**src/rtl/spim_slave_regs.sv**
```systemverilog
// -----------------------------------------------------------------------------
// spim_slave_regs
//   SPI slave (mode 0, MSB first) that exposes a byte-wide register file to an
//   HPS SPI master routed into the fabric. All logic runs on clk_clk. The SPI
//   pins are oversampled through 2-FF synchronizers, so clk_clk must be at
//   least 8x the SCLK frequency.
//
//   Frame: 16 bits, b15 = R/nW, b14:8 = address, b7:0 = write data.
//     addr < NUM_REGS : read/write register
//     addr 0x7E       : read status_in (writes dropped)
//     addr 0x7F       : read ID_VALUE  (writes dropped)
//     anything else   : reads 0x00, writes dropped
//
// Ports
//   clk_clk      in   system clock
//   reset_reset  in   synchronous, active-high reset
//   spi_sclk     in   SPI clock (async)
//   spi_mosi     in   master-out data (async)
//   spi_ss_n     in   active-low slave select (async)
//   spi_miso     out  slave-out data
//   spi_miso_oe  out  1 = drive MISO
//   status_in    in   value read back at address 0x7E
//   reg_out      out  register file, register k at [8k+7:8k]
//   wr_strobe    out  1-cycle pulse per committed register write
//   wr_addr      out  address of the last committed write (held)
//   frame_err    out  1-cycle pulse when a frame aborts after 1..15 bits
// -----------------------------------------------------------------------------
module spim_slave_regs #(
  parameter int          NUM_REGS = 8,
  parameter logic [7:0]  ID_VALUE = 8'hA5
) (
  input  logic                  clk_clk,
  input  logic                  reset_reset,
  input  logic                  spi_sclk,
  input  logic                  spi_mosi,
  input  logic                  spi_ss_n,
  output logic                  spi_miso,
  output logic                  spi_miso_oe,
  input  logic [7:0]            status_in,
  output logic [8*NUM_REGS-1:0] reg_out,
  output logic                  wr_strobe,
  output logic [6:0]            wr_addr,
  output logic                  frame_err
);

  typedef enum logic [2:0] {WAIT_IDLE, IDLE, CMD, DATA, DONE} state_e;

  // Synchronizers. Stage [2] of sclk and ss_n is the edge-detect history.
  logic [2:0] sclk_sync_q;
  logic [1:0] mosi_sync_q;
  logic [2:0] ss_sync_q;

  logic sclk_rise, sclk_fall, ss_rise, ss_fall, ss_n_s, mosi_s;

  state_e                    state_q, state_d;
  logic [3:0]                cnt_q, cnt_d;       // SCLK rises seen in this frame
  logic [6:0]                sh_q, sh_d;         // previously received bits
  logic [7:0]                cmd_q, cmd_d;       // latched command byte
  logic [7:0]                tx_q, tx_d;
  logic                      miso_q, miso_d;
  logic [NUM_REGS-1:0][7:0]  regs_q, regs_d;
  logic                      wr_strobe_q, wr_strobe_d;
  logic [6:0]                wr_addr_q, wr_addr_d;
  logic                      frame_err_q, frame_err_d;

  logic [7:0] rx_byte;
  logic [7:0] rd_val;

  // ss_n resets to "selected" so that a frame in flight across reset is not
  // mistaken for an idle bus; WAIT_IDLE only leaves once ss_n is seen high.
  always_ff @(posedge clk_clk) begin
    if (reset_reset) begin
      sclk_sync_q <= '0;
      mosi_sync_q <= '0;
      ss_sync_q   <= '0;
    end else begin
      sclk_sync_q <= {sclk_sync_q[1:0], spi_sclk};
      mosi_sync_q <= {mosi_sync_q[0], spi_mosi};
      ss_sync_q   <= {ss_sync_q[1:0], spi_ss_n};
    end
  end

  assign sclk_rise =  sclk_sync_q[1] & ~sclk_sync_q[2];
  assign sclk_fall = ~sclk_sync_q[1] &  sclk_sync_q[2];
  assign ss_rise   =  ss_sync_q[1]   & ~ss_sync_q[2];
  assign ss_fall   = ~ss_sync_q[1]   &  ss_sync_q[2];
  assign ss_n_s    =  ss_sync_q[1];
  assign mosi_s    =  mosi_sync_q[1];

  // Byte completed by the current rise (valid on the 8th and 16th rise).
  assign rx_byte = {sh_q, mosi_s};

  // Read-back mux, addressed by the command byte being completed.
  always_comb begin
    rd_val = 8'h00;
    if (rx_byte[6:0] == 7'h7E) begin
      rd_val = status_in;
    end else if (rx_byte[6:0] == 7'h7F) begin
      rd_val = ID_VALUE;
    end else begin
      for (int k = 0; k < NUM_REGS; k++) begin
        if (rx_byte[6:0] == 7'(k)) rd_val = regs_q[k];
      end
    end
  end

  // NOTE: every signal written here gets a default first; a path that leaves
  // one unassigned would infer a latch.
  always_comb begin
    state_d     = state_q;
    cnt_d       = cnt_q;
    sh_d        = sh_q;
    cmd_d       = cmd_q;
    tx_d        = tx_q;
    miso_d      = miso_q;
    regs_d      = regs_q;
    wr_strobe_d = 1'b0;
    wr_addr_d   = wr_addr_q;
    frame_err_d = 1'b0;

    unique case (state_q)
      WAIT_IDLE: begin
        miso_d = 1'b0;
        if (ss_n_s) state_d = IDLE;
      end

      IDLE: begin
        miso_d = 1'b0;
        if (ss_fall) begin
          state_d = CMD;
          cnt_d   = '0;
        end
      end

      CMD: begin
        if (ss_rise) begin
          state_d     = IDLE;
          frame_err_d = (cnt_q != 4'd0) || sclk_rise;
        end else if (sclk_rise) begin
          sh_d  = rx_byte[6:0];
          cnt_d = cnt_q + 4'd1;
          if (cnt_q == 4'd7) begin
            cmd_d   = rx_byte;
            // Write frames shift out zeros.
            tx_d    = rx_byte[7] ? rd_val : 8'h00;
            state_d = DATA;
          end
        end
      end

      DATA: begin
        // The 16th rise wins over a simultaneous ss_n rise.
        if (sclk_rise && cnt_q == 4'd15) begin
          miso_d  = 1'b0;
          state_d = ss_rise ? IDLE : DONE;
          if (!cmd_q[7]) begin
            for (int k = 0; k < NUM_REGS; k++) begin
              if (cmd_q[6:0] == 7'(k)) begin
                regs_d[k]   = rx_byte;
                wr_strobe_d = 1'b1;
                wr_addr_d   = cmd_q[6:0];
              end
            end
          end
        end else if (ss_rise) begin
          miso_d      = 1'b0;
          state_d     = IDLE;
          frame_err_d = 1'b1;
        end else begin
          if (sclk_rise) begin
            sh_d  = rx_byte[6:0];
            cnt_d = cnt_q + 4'd1;
          end
          if (sclk_fall) begin
            miso_d = tx_q[7];
            tx_d   = {tx_q[6:0], 1'b0};
          end
        end
      end

      DONE: begin
        miso_d = 1'b0;
        if (ss_rise) state_d = IDLE;
      end

      default: state_d = WAIT_IDLE;
    endcase
  end

  // NOTE: state updates use non-blocking assignments so every register sees
  // the pre-edge values of the others. The register file is reset as a whole
  // because its contents drive fabric outputs that must come up at zero.
  always_ff @(posedge clk_clk) begin
    if (reset_reset) begin
      state_q     <= WAIT_IDLE;
      cnt_q       <= '0;
      sh_q        <= '0;
      cmd_q       <= '0;
      tx_q        <= '0;
      miso_q      <= 1'b0;
      regs_q      <= '0;
      wr_strobe_q <= 1'b0;
      wr_addr_q   <= '0;
      frame_err_q <= 1'b0;
    end else begin
      state_q     <= state_d;
      cnt_q       <= cnt_d;
      sh_q        <= sh_d;
      cmd_q       <= cmd_d;
      tx_q        <= tx_d;
      miso_q      <= miso_d;
      regs_q      <= regs_d;
      wr_strobe_q <= wr_strobe_d;
      wr_addr_q   <= wr_addr_d;
      frame_err_q <= frame_err_d;
    end
  end

  assign spi_miso    = miso_q;
  assign spi_miso_oe = (state_q != WAIT_IDLE) && !ss_n_s;
  assign reg_out     = regs_q;
  assign wr_strobe   = wr_strobe_q;
  assign wr_addr     = wr_addr_q;
  assign frame_err   = frame_err_q;

endmodule

```
**config.mk**
```make
export PLATFORM = sky130hd
export DESIGN_NAME = spim_slave_regs
export DESIGN_NICKNAME = d
export VERILOG_FILES = /design/src/rtl/spim_slave_regs.sv
export SDC_FILE = /design/constraint.sdc
export NUM_CORES = 1
export LEC_CHECK = 0
export ABC_AREA = 1
export CAP_MARGIN = 20
export CORE_MARGIN = 2
export CORE_UTILIZATION = 40
export CTS_BUF_LIST = sky130_fd_sc_hd__clkbuf_2 sky130_fd_sc_hd__clkbuf_4 sky130_fd_sc_hd__clkbuf_8
export CTS_CLUSTER_SIZE = 12
export DETAILED_ROUTE_END_ITERATION = 10
export HOLD_SLACK_MARGIN = 0.1
export PLACE_DENSITY = 0.73
export SYNTH_ARGS = -nofsm -noshare
export SYNTH_HDL_FRONTEND = slang
export SYNTH_SLANG_ARGS = --single-unit
```
**constraint.sdc**
```tcl
create_clock -name clk_clk -period 3.3 [get_ports clk_clk]
set_input_delay 0.33 -clock clk_clk [delete_from_list [all_inputs] [get_ports clk_clk]]
set_output_delay 0.33 -clock clk_clk [all_outputs]
set_load 0.005 [all_outputs]
```
==> results.toml <==
[critical_path]
cp.required_ns = 3.61
crit_buf_inv = 1
worstPathArrival_ns = 2.80
cp_slowest_cell = "nor3_4"
cpPeakStageDelay_ns = 0.63
worstPathMaxFanout = 16
worstSetupEndpointType = "flip-flop"
worstPathCellList = "ha_1, nand4_2, nor2_2, inv_2, or2_1, nor3_4, nor2_1, a211oi_1"
worstSetupPathType = "flip-flop to flip-flop"
reg2reg_from = "cnt_q[1]"
path_delay_family = "simple AND/OR/NAND/NOR gates"
cp-start-kind = "flip-flop"
startpoint = "cnt_q[1]"

[power]
ir_drop_mv = 0.360
power_leakage_nw = 2.21
pwr_density_cell_nw_per_um2 = 441

[route]
num_vias = 4762
dr.pass1.iters = 5
drc = 0
drtIter0Drc = 532
wire_per_inst_um = 15.9
drtAntennaViolNets = 0
vias_per_cell = 5.34
routed_wl_mm = 14.1

[synth]
synth_area_um2 = 5010
synth_top_area_share_pct = 44.8
ys_types = 32
synth-edff-count = 0
yosys_warnings = 0
synthTopCellsByArea = "dfxtp_1 45%, nor2_1 8.8%, a211oi_1 8.5%"
synthFlopType = "dfxtp_1"
ys_seq_elements = 112
syn_area_per_cell_um2 = 7.73
yosysTopAreaCell = "dfxtp_1"
seq_area_frac_synth_pct = 44.8
syn_inst = 648
async_flop_share_pct = 0
syn_nets = 663

[cts]
htreeDepth = 3
postCtsHoldBufs = 0
tritoncts = "done"
clkTransAtPathRegs_ns = 0.10
clockRootBuffer = "clkbuf_8"
postCtsSetupRepairBufs = 0
ctsResizeCount = 0
clockBufferDepth = 2
clkLatencyLatePin_ns = 0.39
cts_sinks = 112
cts_buffers = 9

[placement]
portBuffers = 87
pre_cts_ws_ns = 0.864
gp_congestion = 0.896
place_hpwl_mm = 9.86

[global_route]
grt_antenna_before_repair = 0
grt_start_max_net_pins = 82
grt-ovfl-total = 0
grt_pass1_wl_mm = 22.4
grt_pass1_vias = 4486
grt_use_total_pct = 21.3

[hold_path]
min_from = "mosi_sync_q[0]"
hp-class = "flip-flop to flip-flop"

[floorplanning]
ios = 88
core_area_um2 = 12100
initial_core_util_pct = 41.3
die_w_um = 116
die_h_um = 116
dieArea_um2 = 13400
rows = 40

[layout]
syn2layout_area_growth_pct = 22.6
nets = 734
n_fill_cell = 1169
drive_above_1_share_pct = 6.78
multi_input_area_um2 = 2340
num_antenna_cells = 0
regArea_um2 = 2240

[run]
maxCapViolations = 0

[sta]
slew_violations = 0
setup_tns_ns = 0
hold_violations = 0
rsz0062_at_grt = "no"
relSlewSlack_pct = 36.3
layout_setup_ws_ns = 0.805
fin_crit_ns = 2.50
finClkSkew_ns = 0.0147
max_freq_ghz = 0.401
setup_viol = 0
finalCritPeriodShare_pct = 75.6
tightest_slew_ns = 0.955

[outcome]
outcome = "finished, final reports clean"
flip-flops by register name, indices dropped and copies added (netlist names):
name and cells:
cmd_q 8, cnt_q 4, frame_err 1, mosi_sync_q 2, reg_out 64, sclk_sync_q 3, sh_q 7, spi_miso 1
ss_sync_q 3, state_q 3, tx_q 8, wr_addr 7, wr_strobe 1
layout by cell type (no fill, tap or decap), types with 3 or more instances in the layout:
cell and n:
o21bai_1 3, nand2_1 81, nor2_1 118, nor3_1 12, buf_4 6, nor2_4 5, clkdlybuf4s50_1 86, o21ai_0 34
inv_2 3, a21oi_1 44, dfxtp_1 112, nand4_1 8, a211oi_2 10, inv_1 59, a211oi_1 57, nor3_4 6
nand3_1 46, clkbuf_8 10
where the power goes:
part	internal (W)	total [W]	switching, W	leakage [nW]
logic	0.000134	0.000419	0.000285	1.20
registers	0.00140	0.00144	0.0000404	0.904
clock network	0.000384	0.000842	0.000458	0.0993
layout make-up:
class | instances | share of cell area (%)
Clock inverter | 3 | 0.693
Clock buffer | 12 | 2.49
Timing Repair Buffer | 93 | 14.8
Sequential cell | 112 | 36.5
Inverter | 63 | 3.85
Tap cell | 168 | 3.42
Multi-Input combinational cell | 440 | 38.2
final timing paths:
check	end	slack, ns	cells past startpoint
worst max-delay path	reg_out[41]	0.80	8
worst min-delay path	mosi_sync_q[1]	0.41	2
worst max register to register	reg_out[41]	0.80	8
worst min register to register	mosi_sync_q[1]	0.41	2
kinds of logic (layout without fill, tap and decap cells):
| family | count (synthesis) | after routing | synth area share (%) |
|---|---|---|---|
| buffers and inverters | 96 | 171 | 8.42 |
| flip-flops | 112 | 112 | 44.8 |
| XOR/XNOR | 1 | 1 | 0.175 |
| AND/OR/NAND/NOR | 282 | 282 | 25.8 |
| AO/OA/AOI/OAI | 155 | 155 | 20.4 |
| adder cells (fa/ha/maj) | 2 | 2 | 0.500 |
cells in the mapped netlist (3+ instances only):
cell type and count:
a211oi_1 57, inv_2 3, o21ai_0 34, buf_4 4, nor2_4 5, inv_1 59, clkbuf_1 22, nand3_1 46
buf_6 6, nand4_1 8, nor3_4 6, dfxtp_1 112, nor2_1 118, a211oi_2 10, nor3_1 12, o21bai_1 3
a21oi_1 44, nand2_1 81
tightest hold or removal path: stages, from the launching register on:
cell and delay (ns):
dfxtp_1 0.30, inv_1 0.05, nor2_1 0.03
stage by stage:
step                      cells  hold slack, ns  total power (W)  area, um^2  util [%]
after global routing        891           0.425          0.00282        6140      50.7
after global placement      876           0.391          0.00186        5940      49.1
after detailed placement    876           0.397          0.00188        5940      49.1
after floorplan             648           0.388          0.00175        5010         -
after CTS                   891           0.414          0.00270        6140      50.7
final                       891           0.410          0.00271        6140      50.7
per-layer routing:
layer  vias to the layer above  routed length, um  track usage, %
li1                       2340                  -               -
met1                      2222               6140            27.7
met2                       176               6800            35.2
met3                        24                928            4.86
met4                         0                285            7.06
met5                         -                  0               0
(Power assumes the default switching activity.)
